**src/rtl/lif_pkg.sv**
```systemverilog
// Shared types and defaults for the LIF input side: encoder FSM states and
// default intensity width / frame window.
package lif_pkg;

    typedef enum logic {
        ENC_IDLE = 1'b0,
        ENC_RUN  = 1'b1
    } enc_state_t;

    localparam int SPIKE_DATA_W = 8;
    localparam int SPIKE_WINDOW = 16;

endpackage

```
**src/rtl/spike_enc_channel.sv**
```systemverilog
// One rate-coding lane: a latched intensity added into an accumulator each step;
// the adder carry-out is the spike bit for that step.
module spike_enc_channel
    import lif_pkg::*;
#(
    parameter int DATA_W = SPIKE_DATA_W
) (
    input  logic              clk,
    input  logic              rst_n,
    input  logic              load,
    input  logic              step,
    input  logic [DATA_W-1:0] intensity,
    output logic              spike
);

    logic [DATA_W-1:0] acc_q, acc_d;
    logic [DATA_W-1:0] int_q, int_d;
    logic [DATA_W:0]   sum;

    assign sum   = {1'b0, acc_q} + {1'b0, int_q};
    assign spike = sum[DATA_W];

    // Accumulator restarts from zero on every new frame so spike timing is
    // identical for identical intensities.
    always_comb begin
        acc_d = acc_q;
        int_d = int_q;
        if (load) begin
            int_d = intensity;
            acc_d = '0;
        end else if (step) begin
            acc_d = sum[DATA_W-1:0];
        end
    end

    always_ff @(posedge clk or negedge rst_n) begin
        if (!rst_n) begin
            acc_q <= '0;
            int_q <= '0;
        end else begin
            acc_q <= acc_d;
            int_q <= int_d;
        end
    end

endmodule

```
**src/rtl/spike_rate_encoder.sv**
```systemverilog
// Frame-to-spike-train encoder: accepts NUM_CH intensities, then emits WINDOW
// timesteps of spike bits (one per step_en) from per-channel accumulators.
module spike_rate_encoder
    import lif_pkg::*;
#(
    parameter int NUM_CH = 8,
    parameter int DATA_W = SPIKE_DATA_W,
    parameter int WINDOW = SPIKE_WINDOW
) (
    input  logic                     clk,
    input  logic                     rst_n,
    input  logic                     in_valid,
    output logic                     in_ready,
    input  logic [NUM_CH*DATA_W-1:0] in_data,
    input  logic                     step_en,
    output logic [NUM_CH-1:0]        spike_out,
    output logic                     spike_valid,
    output logic                     frame_done,
    output logic                     busy
);

    localparam int SW = $clog2(WINDOW);
    localparam logic [SW-1:0] LAST_STEP = SW'(WINDOW - 1);

    enc_state_t        state_q, state_d;
    logic [SW-1:0]     step_q, step_d;
    logic [NUM_CH-1:0] spike_out_q, spike_out_d;
    logic              spike_valid_q, spike_valid_d;
    logic              frame_done_q, frame_done_d;

    logic              accept;
    logic              adv;
    logic [NUM_CH-1:0] ch_spike;

    assign in_ready = (state_q == ENC_IDLE);
    assign busy     = (state_q == ENC_RUN);
    assign accept   = in_ready && in_valid;
    assign adv      = busy && step_en;

    for (genvar g = 0; g < NUM_CH; g++) begin : g_ch
        spike_enc_channel #(
            .DATA_W(DATA_W)
        ) u_ch (
            .clk      (clk),
            .rst_n    (rst_n),
            .load     (accept),
            .step     (adv),
            .intensity(in_data[g*DATA_W +: DATA_W]),
            .spike    (ch_spike[g])
        );
    end

    // Outputs default to zero so nothing leaks out on cycles without a step.
    always_comb begin
        state_d       = state_q;
        step_d        = step_q;
        spike_out_d   = '0;
        spike_valid_d = 1'b0;
        frame_done_d  = 1'b0;
        case (state_q)
            ENC_IDLE: begin
                if (in_valid) begin
                    state_d = ENC_RUN;
                    step_d  = '0;
                end
            end
            ENC_RUN: begin
                if (step_en) begin
                    spike_out_d   = ch_spike;
                    spike_valid_d = 1'b1;
                    if (step_q == LAST_STEP) begin
                        frame_done_d = 1'b1;
                        state_d      = ENC_IDLE;
                        step_d       = '0;
                    end else begin
                        step_d = step_q + SW'(1);
                    end
                end
            end
            default: state_d = ENC_IDLE;
        endcase
    end

    always_ff @(posedge clk or negedge rst_n) begin
        if (!rst_n) begin
            state_q       <= ENC_IDLE;
            step_q        <= '0;
            spike_out_q   <= '0;
            spike_valid_q <= 1'b0;
            frame_done_q  <= 1'b0;
        end else begin
            state_q       <= state_d;
            step_q        <= step_d;
            spike_out_q   <= spike_out_d;
            spike_valid_q <= spike_valid_d;
            frame_done_q  <= frame_done_d;
        end
    end

    assign spike_out   = spike_out_q;
    assign spike_valid = spike_valid_q;
    assign frame_done  = frame_done_q;

endmodule

```
**config.mk**
```make
export PLATFORM = sky130hd
export DESIGN_NAME = spike_rate_encoder
export DESIGN_NICKNAME = d
export VERILOG_FILES = /design/src/rtl/lif_pkg.sv /design/src/rtl/spike_enc_channel.sv /design/src/rtl/spike_rate_encoder.sv
export SDC_FILE = /design/constraint.sdc
export NUM_CORES = 1
export LEC_CHECK = 0
export ABC_CLOCK_PERIOD_IN_PS = 2100
export CAP_MARGIN = 20
export CORE_ASPECT_RATIO = 1.4
export CORE_UTILIZATION = 30
export CTS_CLUSTER_SIZE = 25
export DETAILED_ROUTE_END_ITERATION = 12
export GPL_ROUTABILITY_DRIVEN = 0
export GPL_TIMING_DRIVEN = 0
export MAX_ROUTING_LAYER = met4
export SKIP_LAST_GASP = 1
export SYNTH_ARGS = -nofsm -noshare
export SYNTH_HDL_FRONTEND = slang
export SYNTH_HIERARCHICAL = 1
export SYNTH_SLANG_ARGS = --single-unit
```
**constraint.sdc**
```tcl
create_clock -name clk -period 2.1 [get_ports clk]
set_clock_uncertainty 0.1 [all_clocks]
set_input_delay 0.42 -clock clk [delete_from_list [all_inputs] [get_ports clk]]
set_output_delay 0.42 -clock clk [all_outputs]
set_load 0.05 [all_outputs]
```
==> results.md, run 1 <==
Outcome:
- The flow ran to the end, and the final reports show no timing, DRC or antenna violations.

Timing:
- The setup TNS after final layout is 0 ps.
- Setup violations remaining at the end of the flow were counted as 0.
- In the finished design, the share of the clock period the worst path needs comes to between 90% and 100%.
- The total count of hold-check failures in the final report is 0.
- Setup repair after global routing left no endpoint under its margin.
- After layout, the minimum clock period comes to between 1500 and 2000 ps.
- Across all hold checks on the routed design, the worst slack comes to approximately 390 ps.
- The worst setup margin is between 100 and 150 ps.
- The transition at the pin with the smallest max-transition slack is 847 ps.
- Timing would allow up to 503 MHz.
- The relative max-transition margin is 43.5%.
- The number of max-slew violations in the final report is 0.

Finish:
- The library cells used most frequently in the layout, excluding fill and tap cells, are 142 x sky130_fd_sc_hd__dfrtp_1, 66 x sky130_fd_sc_hd__clkdlybuf4s50_1, 64 x sky130_fd_sc_hd__o21ai_0, 64 x sky130_fd_sc_hd__mux2_2.
- The number of nets in the layout is approximately 1100.
- The post-route netlist has about a fifth of its cells at a drive strength greater than 1.
- The number of fill cells in the layout is between 2000 and 3000.
- The area of combinational cells with multiple inputs is 4790 µm².
- After routing the design area is about 11000 µm².
- The leading cell type in the layout, fill and taps excluded is sky130_fd_sc_hd__dfrtp_1.
- The count of cells in the finished layout, fillers not included, comes to roughly 1300.
- The fraction of the core area covered by cells at the end of the flow is 38.8%.
- The sequential cells in the finished layout cover a total of roughly 3600 µm².
- The area growth from synthesis to layout is 26.8%.
- The diode insertion count for antenna repair is 0.

Power:
- The cell-internal power is around 11 mW.
- The areal power density over the cells is approximately 1700 nW/µm².
- Summing internal, switching and leakage power gives around 18 mW.
- Across the VDD grid, the largest voltage drop is about 0.00063 V.
- The relative contribution of sequential cells to total power is 27.8%.
- The logic gate share of total power is a little over half.
- The cell leakage power is about 4.6 nW.
- The switching power share of the total is 39.5%.
- The clock network accounts for about 18% of the total power.
- Summed over all nets, the switching power comes to 7.08 mW.

Global routing:
- The via count of the first global-routing pass is 6422.
- The first global-routing pass estimated 31100 µm of wire.
- The initial antenna violation count is 0.
- Global routing used ~14% of the available tracks.
- Entering global routing, the biggest net connects 90 pins.
- The total congestion overflow after global routing is 0.

Die:
- The width of the chip is approximately 140 µm.
- The floorplan step defined a die boundary enclosing 28900 µm².
- In this run the count of I/O pins placed on the die edge is 80.
- The floorplan has 72 rows.
- For this configuration, the core starts out at a cell density of between 30% and 40%.
- Measured along the y axis, the die boundary spans 201 µm.
- The floorplan core area is around 28000 µm².

Clock network:
- The clock passes through at most 2 buffers.
- The TritonCTS buffer count is 17.
- After clock tree synthesis, the clock-pin slew on the worst setup and hold paths is around 60 ps.
- The clock sink count is about 140.
- TritonCTS built the clock tree.
- The H-tree generated during clock tree synthesis spans 4 levels.
- The clock network latency to the later pin of the worst-skew pair is 440 ps.
- The clock root buffer master is sky130_fd_sc_hd__clkbuf_16.

Yosys:
- The count of mapped cells out of synthesis is between 800 and 900.
- The post-synthesis cell type count is 37.
- During synthesis, Yosys emitted a total of 6 warnings.
- The simple-gate share of the synthesized area is 14.5%.
- The largest family of logic cells by synthesized area is compound AO/OA/AOI/OAI gates.
- The fraction of synthesized area in multiplexers is between 10% and 20%.
- The total nets after synthesis is ~950.
- Counting flops and latches in the post-synthesis netlist gives about 140.
- The synthesized netlist devotes roughly 14% of its cell area to compound gates.
- In this run, synthesis inferred 0 flip-flops with an integrated enable.
- The synthesized netlist devotes under 10% of its cell area to XOR and XNOR gates.
- The post-synthesis average cell area is approximately 11 µm².
- In this run the cell area of the synthesized design comes to between 8000 and 9000 µm².
- The post-synthesis async set-or-reset flop share is 100%.
- Sequential elements use ~42% of the synthesized area.
- Among all flip-flop cells after synthesis, the most frequent one is sky130_fd_sc_hd__dfrtp_1.
- Summing the areas of all fa, ha and maj instances in the mapped netlist gives between 10 and 15% of the synthesized area.

Drt:
- In the routed design, unresolved DRC markers number 0.
- The number of vias per cell is ~5.
- The routed layout has 6347 vias.
- The number of antenna-violating nets in the routed design is 0.
- The count of routing violations after the opening detailed-route iteration is about 180.
- The post-detailed-routing wire length is about 19000 µm.
- The wire length per cell after detailed routing is ~14 µm.
- The first TritonRoute pass finished after 4 iterations.

Worst setup path:
- In this design, the stage delay of the slowest critical-path cell is between 300 and 400 ps.
- Together, buffers and inverters on the worst path number 1.
- The cell family with the largest share of critical-path delay is adder cells.
- The kind of critical path is reg -> reg.
- The largest individual stage delay along the critical path comes from the cell sky130_fd_sc_hd__fa_1.
- STA classifies the critical path endpoint as a flop.
- The launching element type of the critical path is a flop.
- The largest driver fanout on the critical path is 4.
- The worst path arrival time is 2260 ps.
- Traced cell by cell, the critical path runs through ha_1 -> inv_1 -> fa_1 -> nand2b_1 -> a21oi_4 -> o31ai_1 -> o21ai_1 -> and3_1.
- Data on the critical path is required at its endpoint by between 2000 and 2500 ps.

Place:
- The pre-CTS setup slack is -736 ps.
- The cell total after placement is about 1300.
- The final HPWL from detailed placement is between 10000 and 15000 µm.
- Input and output buffers added on the ports amount to 79.
- The post-place instance area is 9870 µm².

Run:
- The number of max-capacitance violations reported is 0.

Min path:
- The worst hold path belongs to the class reg -> reg.
what timing repair did:
item                                    4_1_cts  5_1_grt
pin swaps                                     0        5
endpoints found under the setup margin      103      125
hold buffers                                  1        0
setup buffers                                 2       11
hold endpoints to repair                      7        0
resized for setup                            16       27
cloned                                        1        0
logic make-up after synthesis:
family                   after synthesis
flip-flops                           143
buffers and inverters                 53
adder cells (fa/ha/maj)               73
XOR/XNOR                              33
multiplexers                          81
AND/OR/NAND/NOR                      228
AO/OA/AOI/OAI                        195
cells in the mapped netlist (9+ instances only):
cell	instances	share of area, %
sky130_fd_sc_hd__mux2_2	64	8.5
sky130_fd_sc_hd__nand3_1	19	1.1
sky130_fd_sc_hd__buf_2	17	1.0
sky130_fd_sc_hd__inv_1	27	1.2
sky130_fd_sc_hd__a21oi_1	34	2.0
sky130_fd_sc_hd__xor2_1	9	0.93
sky130_fd_sc_hd__a211oi_1	40	3.5
sky130_fd_sc_hd__dfrtp_1	143	42
sky130_fd_sc_hd__nor2_1	70	3.1
sky130_fd_sc_hd__mux2i_1	16	1.9
sky130_fd_sc_hd__nand2_1	50	2.2
sky130_fd_sc_hd__o21ai_0	68	4.0
sky130_fd_sc_hd__nor3_1	15	0.89
sky130_fd_sc_hd__ha_1	65	9.6
sky130_fd_sc_hd__xnor2_1	24	2.5
sky130_fd_sc_hd__o31ai_1	16	1.4
sky130_fd_sc_hd__nand2b_1	32	2.4
power by group through the flow:
stage | registers, mW | logic [mW] | clock network [mW]
2_1_floorplan | 4.92 | 7.46 | 0
3_3_place_gp | 5.01 | 9.02 | 0
3_5_place_dp | 5.04 | 9.28 | 0
4_1_cts | 5.01 | 9.39 | 3.27
5_1_grt | 5.18 | 11.1 | 3.39
6_report | 4.99 | 9.82 | 3.14
cell type report:
cell class,instances,area share [%]
multi-input cells,610,44.6
repair inverters,1,0.0699
clock buffers,20,4.16
well taps,370,4.31
inverters,27,0.979
repair buffers,94,8.84
plain buffers,26,2.15
clock inverters,12,1.50
flip-flops and latches,143,33.4
registers in the layout, indices dropped and copies added, names as in the netlist:
register and flops:
busy 1, spike_valid 1, g_ch.u_ch/int_q 64, step_q 4, frame_done 1, spike_out 8
g_ch.u_ch/acc_q 64
layer usage:
metal  global-route usage, %  vias up  wire (µm)
met4                    5.81        0        392
met3                    2.72       26        502
met2                    23.6       91       9370
li1                        -     3162          -
met1                    16.5     3068       8320
met5                       -        -          0
worst min-delay path, cell delays in order (launching register included):
cell and delay, ps:
sky130_fd_sc_hd__dfrtp_1 350, sky130_fd_sc_hd__nand2_1 50, sky130_fd_sc_hd__o31ai_1 50
worst paths after layout:
check                                         to  cells after the start  slack, ps                  start
setup / recovery                    spike_out[4]                      8        110  g_ch[4].u_ch/acc_q[0]
hold / removal             g_ch[7].u_ch/acc_q[3]                      2        390  g_ch[7].u_ch/acc_q[3]
setup reg to reg                    spike_out[4]                      8        110  g_ch[4].u_ch/acc_q[0]
hold reg to reg            g_ch[7].u_ch/acc_q[3]                      2        390  g_ch[7].u_ch/acc_q[3]
max in group asynchronous                   busy                      3        580                  rst_n
min in group asynchronous  g_ch[2].u_ch/int_q[1]                      2        540                  rst_n
Power figures use the tool's default switching activity.
==> inputs of run 2 (changes only) <==
--- a/config.mk
+++ b/config.mk
@@ -8,7 +8,7 @@
 export ABC_CLOCK_PERIOD_IN_PS = 2100
 export CAP_MARGIN = 20
 export CORE_ASPECT_RATIO = 1.4
-export CORE_UTILIZATION = 30
+export CORE_UTILIZATION = 35
 export CTS_CLUSTER_SIZE = 25
 export DETAILED_ROUTE_END_ITERATION = 12
 export GPL_ROUTABILITY_DRIVEN = 0
==> results.md, run 2 (same netlist as run 1, synthesis figures left out) <==
Clock network:
- The clock network latency to the later pin of the worst-skew pair is 430 ps (was 440 ps).
- The clock sink count came to 143 (unchanged).
- The H-tree depth is 4 (unchanged).
- The TritonCTS buffer count was 17 (unchanged).
- The CTS tree is done (unchanged).
- The CTS clock-pin slew for the worst setup and hold paths is 60 ps (about the same).
- The number of buffers on the longest clock path is 2 (unchanged).
- The clock root buffer master is sky130_fd_sc_hd__clkbuf_16 (unchanged).

Worst setup path:
- The largest driver fanout on the critical path was 1 (was 4).
- The cell family with the largest share of critical-path delay is buffers and inverters (was adder cells).
- The kind of critical path is reg -> out (was reg -> reg).
- Critical path, cell by cell: clkdlybuf4s50_1 (was ha_1 -> inv_1 -> fa_1 -> nand2b_1 -> a21oi_4 -> o31ai_1 -> o21ai_1 -> and3_1).
- The kind of end point of the critical path is an output pin (was flop).
- The largest incremental delay on the critical path is 790 ps (was 390 ps).
- The slack of the worst reg-to-reg path is 110 ps (about the same).
- The cell at the slowest stage of the critical path is sky130_fd_sc_hd__clkdlybuf4s50_1 (was sky130_fd_sc_hd__fa_1).
- The critical path buffer and inverter count is 1 (unchanged).
- The worst endpoint required time came to 1580 ps (was 2370 ps).
- The worst path arrival time was 1530 ps (was 2260 ps).
- The launching element type of the critical path is a flop (unchanged).

Finish:
- The final design instance area without fill is 10600 µm² (was 10700 µm²).
- The fraction of final layout cells sized beyond drive strength 1 came to 20.0% (was 19.5%).
- Most used cells in the layout excluding fill and tap cells: 142 x sky130_fd_sc_hd__dfrtp_1, 68 x sky130_fd_sc_hd__clkdlybuf4s50_1, 64 x sky130_fd_sc_hd__mux2_2 (was 142 x sky130_fd_sc_hd__dfrtp_1, 66 x sky130_fd_sc_hd__clkdlybuf4s50_1, 64 x sky130_fd_sc_hd__o21ai_0, 64 x sky130_fd_sc_hd__mux2_2).
- The number of cells in the finished layout apart from fillers is 1245 (was 1303).
- The growth of design area from synthesis to finish was 25.5% (was 26.8%).
- The number of nets in the layout came to 1063 (was 1061).
- The diode insertion count for antenna repair was 0 (unchanged).
- The leading cell type in the layout, fill and taps excluded is sky130_fd_sc_hd__dfrtp_1 (unchanged).

Timing:
- The shortest clock period the worst path allows after layout is 2050 ps (was 1990 ps).
- The portion of the clock cycle consumed by the worst path in the final layout was 97.5% (was 94.7%).
- The total count of hold-check failures in the final report is 0 (unchanged).
- The upper clock frequency limit is 488 MHz (was 503 MHz).
- The transition at the pin with the smallest max-transition slack was 767 ps (was 847 ps).
- The number of max-slew violations in the final report is 0 (unchanged).
- The total setup violations reported at the end of the flow is 0 (unchanged).
- The relative max-transition margin is 48.8% (was 43.5%).

Global routing:
- The global-route usage over all layers came to 16.2% (was 14.2%).
- The pin count of the biggest net entering global routing came to 78 (was 90).
- The via count of the first global-routing pass came to 6532 (was 6422).
- The total congestion overflow after global routing is 0 (unchanged).
- The first-pass GRT wire length is 31000 µm (was 31100 µm).
- The initial antenna violation count is 0 (unchanged).

Place:
- The number of buffers added on ports is 79 (unchanged).
- The cell total after placement came to 1196 (was 1256).
- The final HPWL from detailed placement is 12700 µm (was 13000 µm).
- The post-place instance area was 9790 µm² (was 9870 µm²).

Drt:
- The detailed-route DRC error count is 0 (unchanged).
- The wire length per cell after detailed routing is 14.5 µm (was 14.3 µm).
- The number of iterations in the first detailed-routing pass is 5 (was 4).
- The number of antenna-violating nets in the routed design was 0 (unchanged).
- The post-detailed-routing wire length is 18000 µm (was 18600 µm).
- The number of vias per cell is 5.10 (was 4.87).
- The count of routing violations after the opening detailed-route iteration is 198 (was 177).
- The total number of vias is 6354 (was 6347).

Power:
- The areal power density over the cells came to 1680 nW/µm² (was 1670 nW/µm²).
- The total power of the final layout came to 17.8 mW (was 17.9 mW).
- The cell leakage power is 4.58 nW (was 4.63 nW).
- The worst voltage drop across the vdd grid was 0.000596 V (was 0.000633 V).

Die:
- The width of the chip came to 133 µm (was 144 µm).
- The floorplan core area is 23800 µm² (was 27700 µm²).
- The total die area is 24800 µm² (was 28900 µm²).
- The row count is 67 (was 72).
- The initial core utilization is 35.5% (was 30.6%).
- The die outline height was 186 µm (was 201 µm).
- The count of boundary I/O pins is 80 (unchanged).

Outcome:
- Run status: finished, final reports clean (unchanged).

Run:
- The number of max-capacitance violations reported is 0 (unchanged).

Min path:
- The worst min-delay path category is reg -> reg (unchanged).
## run 2: final timing paths
| kind | end | depth (start not counted) | startpoint |
|---|---|---|---|
| max | spike_out[0] | 1 | spike_out[0] |
| max reg2reg | spike_out[4] | 8 | g_ch[4].u_ch/int_q[0] |
| min in group asynchronous | g_ch[1].u_ch/int_q[1] | 2 | rst_n |
| max in group asynchronous | busy | 3 | rst_n |
| min | g_ch[4].u_ch/acc_q[4] | 2 | g_ch[4].u_ch/acc_q[4] |
| min reg2reg | g_ch[4].u_ch/acc_q[4] | 2 | g_ch[4].u_ch/acc_q[4] |
## run 2: area by class of cell
class	instances	area [µm²]
timing repair inverter	1	7.51
buffer	26	230
tap	310	388
timing repair buffer	96	955
sequential	143	3580
clock buffer	19	443
inverter	27	105
clock inverter	13	118
fill	2326	13200
multi-input combinational	610	4790
## run 2: power breakdown
part,internal (mW),switching [mW]
clock network,1.66,1.22
registers,4.14,0.854
logic,4.89,5.06
## run 2: stage by stage
stage / setup slack, ps / utilization, % / TNS, ps / hold WS, ps
3_5_place_dp: -751 / 41.1 / -73830 / 377
6_report: 51.8 / 44.6 / 0 / 385
2_1_floorplan: -11.3 / - / -13.9 / 24.4
4_1_cts: -66.0 / 43.9 / -66.0 / 391
3_3_place_gp: -6270 / 41.0 / -885450 / 369
5_1_grt: -2.30 / 44.6 / -2.30 / 420
## run 2: metal layers
metal	global-route usage, %	part of all wire, %	vias up
met5	-	0	-
met4	5.82	1.7	0
met3	3.19	2.9	21
met2	27.9	51	89
met1	18.7	44	3088
li1	-	-	3156
## run 2: what timing repair did
item	CTS	global route
gates cloned	1	0
hold buffers	1	0
endpoints found under the hold margin	76	0
pin swaps	4	8
setup buffers	3	12
endpoints found under the setup margin	106	21
resized for setup	27	19
==> inputs of run 3 (changes only) <==
--- a/config.mk
+++ b/config.mk
@@ -19,3 +19,4 @@
 export SYNTH_HDL_FRONTEND = slang
 export SYNTH_HIERARCHICAL = 1
 export SYNTH_SLANG_ARGS = --single-unit
+export TNS_END_PERCENT = 10
==> results.md, run 3 (same netlist as run 1, synthesis figures left out) <==
Global routing:
- The met1 global-route usage is 18.6% (was 18.7%).
- The via count of the first global-routing pass is 6165 (was 6532).
- The initial antenna violation count is 0 (unchanged).
- The global routing usage on met3 is 3.05% (was 3.19%).
- The first-pass GRT wire length came to 30000 µm (was 31000 µm).
- The pin count of the biggest net entering global routing is 92 (was 78).
- The total congestion overflow after global routing came to 0 (unchanged).
- The global-route usage over all layers is 15.9% (was 16.2%).
- The layer with the highest usage is met2 (unchanged).
- The global routing usage on met2 is 27.0% (was 27.9%).

Die:
- The total die area is 24800 µm² (unchanged).
- The floorplan core area is 23800 µm² (unchanged).
- The die outline height is 186 µm (unchanged).
- The initial core utilization is 35.5% (unchanged).
- The count of boundary I/O pins is 80 (unchanged).
- The row count is 67 (unchanged).
- The width of the chip is 133 µm (unchanged).

Drt:
- The number of vias per cell is 5.06 (was 5.10).
- The number of antenna-violating nets in the routed design is 0 (unchanged).
- The total number of vias was 6251 (was 6354).
- The detailed-route DRC error count is 0 (unchanged).
- The post-detailed-routing wire length is 18000 µm (about the same).
- The number of iterations in the first detailed-routing pass was 4 (was 5).
- The wire length per cell after detailed routing is 14.5 µm (about the same).
- The count of routing violations after the opening detailed-route iteration is 251 (was 198).

Min path:
- The worst min-delay path category is reg -> reg (unchanged).

Timing:
- The total setup violations reported at the end of the flow is 2 (was 0).
- The worst setup margin is -24.6 ps (was 51.8 ps).
- The transition at the pin with the smallest max-transition slack was 521 ps (was 767 ps).
- The shortest clock period the worst path allows after layout was 2120 ps (was 2050 ps).
- The worst hold margin is 389 ps (was 385 ps).
- The relative max-transition margin is 65.2% (was 48.8%).
- The upper clock frequency limit came to 471 MHz (was 488 MHz).
- The portion of the clock cycle consumed by the worst path in the final layout came to 101% (was 97.5%).
- Setup repair after global routing could not meet its margin everywhere.
- The number of max-slew violations in the final report is 0 (unchanged).
- The total count of hold-check failures in the final report was 0 (unchanged).

Worst setup path:
- The worst path arrival time was 1600 ps (was 1530 ps).
- The cell at the slowest stage of the critical path is sky130_fd_sc_hd__clkdlybuf4s50_1 (unchanged).
- Critical path, cell by cell: clkdlybuf4s50_1 (unchanged).
- The launching element type of the critical path is a flop (unchanged).
- The kind of critical path is reg -> out (unchanged).
- The worst endpoint required time is 1580 ps (about the same).
- The largest incremental delay on the critical path was 810 ps (was 790 ps).
- The critical path buffer and inverter count is 1 (unchanged).
- The kind of end point of the critical path is an output pin (unchanged).
- The cell family with the largest share of critical-path delay is buffers and inverters (unchanged).
- The largest driver fanout on the critical path is 1 (unchanged).

Power:
- The relative contribution of sequential cells to total power was 27.5% (was 28.0%).
- The worst voltage drop across the vdd grid came to 0.000664 V (was 0.000596 V).
- The cell leakage power was 4.56 nW (was 4.58 nW).
- The switching power came to 6.94 mW (was 7.13 mW).
- The areal power density over the cells is 1700 nW/µm² (was 1680 nW/µm²).
- The power share of the clock group is 19.2% (was 16.1%).
- The cell-internal power is 11.2 mW (was 10.7 mW).
- The logic gate share of total power was 53.3% (was 55.8%).
- The switching power share of the total was 38.3% (was 40.0%).

Clock network:
- The number of buffers on the longest clock path is 2 (unchanged).
- The clock sink count was 143 (unchanged).
- The CTS clock-pin slew for the worst setup and hold paths is 60 ps (about the same).
- The clock network latency to the later pin of the worst-skew pair came to 430 ps (about the same).
- The clock root buffer master is sky130_fd_sc_hd__clkbuf_16 (unchanged).
- The H-tree depth is 4 (unchanged).
- The CTS tree was done (unchanged).
- The TritonCTS buffer count is 17 (unchanged).

Outcome:
- The checks that failed: setup timing.
- Run status: finished with violations (was finished, final reports clean).

Place:
- The pre-CTS setup slack was -772 ps (was -751 ps).
- The cell total after placement is 1196 (unchanged).
- The number of buffers added on ports is 79 (unchanged).
- The final HPWL from detailed placement is 12700 µm (about the same).

Finish:
- The area of combinational cells with multiple inputs is 4750 µm² (was 4790 µm²).
- The growth of design area from synthesis to finish was 25.7% (was 25.5%).
- The number of fill cells in the layout was 2299 (was 2326).
- The diode insertion count for antenna repair is 0 (unchanged).
- The footprint of the flip-flops and latches was 3580 µm² (unchanged).
- The number of cells in the finished layout apart from fillers is 1235 (was 1245).
- Most used cells in the layout excluding fill and tap cells: 142 x sky130_fd_sc_hd__dfrtp_1, 75 x sky130_fd_sc_hd__clkdlybuf4s50_1, 65 x sky130_fd_sc_hd__o21ai_0 (was 142 x sky130_fd_sc_hd__dfrtp_1, 68 x sky130_fd_sc_hd__clkdlybuf4s50_1, 64 x sky130_fd_sc_hd__mux2_2).
- The fraction of final layout cells sized beyond drive strength 1 is 18.3% (was 20.0%).
- The number of nets in the layout is 1053 (was 1063).
- The leading cell type in the layout, fill and taps excluded is sky130_fd_sc_hd__dfrtp_1 (unchanged).

Run:
- The number of max-capacitance violations reported was 0 (unchanged).
run 3: cell count changes in the layout (fill, tap and decap cells not counted), moves of 4 or more:
| cell | delta |
|---|---|
| sky130_fd_sc_hd__ha_1 | +4 |
| sky130_fd_sc_hd__buf_4 | -10 |
| sky130_fd_sc_hd__clkdlybuf4s50_1 | +7 |
| sky130_fd_sc_hd__bufinv_16 | +5 |
| sky130_fd_sc_hd__clkinvlp_4 | -4 |
| sky130_fd_sc_hd__dlygate4sd2_1 | -7 |
| sky130_fd_sc_hd__ha_2 | -4 |
run 3: metal layers:
layer,vias to the layer above,routed length (µm)
li1,3127,-
met1,3036,8060
met2,73,9130
met3,15,486
met4,0,275
met5,-,0
run 3: stage by stage:
stage / setup TNS, ps / util, % / total power, mW / cell area (µm²)
after CTS: -548 / 44.2 / 18.0 / 10500
after detailed placement: -73190 / 41.1 / 14.4 / 9790
after floorplan: -13.9 / - / 12.4 / 8590
after global routing: -668 / 44.7 / 19.8 / 10600
after global placement: -893650 / 41.0 / 14.1 / 9770
final: -36.2 / 44.7 / 18.1 / 10600
run 3: repair_timing:
item | CTS | global route
hold buffers | 1 | 0
setup endpoints to repair | 106 | 37
endpoints found under the hold margin | 52 | 0
pin swaps | 0 | 1
gates cloned | 1 | 0
resized for setup | 7 | 20
buffers inserted | 2 | 3
run 3: power by group through the flow:
stage / combinational, mW / sequential, mW / clock, mW
5_1_grt: 10.9 / 5.16 / 3.69
2_1_floorplan: 7.46 / 4.92 / 0
6_report: 9.64 / 4.98 / 3.48
3_3_place_gp: 9.05 / 5.03 / 0
4_1_cts: 9.38 / 5.01 / 3.58
3_5_place_dp: 9.31 / 5.04 / 0
run 3: area by class of cell:
cell class | count | area share [%]
plain buffers | 26 | 2.19
clock buffers | 22 | 4.46
clock inverters | 10 | 1.94
inverters | 27 | 0.988
multi-input cells | 610 | 44.6
flip-flops and latches | 143 | 33.7
well taps | 310 | 3.65
repair buffers | 86 | 8.41
repair inverters | 1 | 0.0706
run 3: worst paths after layout:
| path | startpoint | to | slack [ps] | depth (start not counted) |
|---|---|---|---|---|
| min in group asynchronous | rst_n | g_ch[1].u_ch/acc_q[0] | 400 | 2 |
| worst min-delay path | g_ch[4].u_ch/acc_q[3] | g_ch[4].u_ch/acc_q[3] | 390 | 2 |
| worst max-delay path | spike_out[4] | spike_out[4] | -20 | 1 |
| max in group asynchronous | rst_n | g_ch[3].u_ch/acc_q[6] | 650 | 3 |
| worst min register to register | g_ch[4].u_ch/acc_q[3] | g_ch[4].u_ch/acc_q[3] | 390 | 2 |
| worst max register to register | g_ch[4].u_ch/acc_q[0] | spike_out[4] | 80 | 8 |
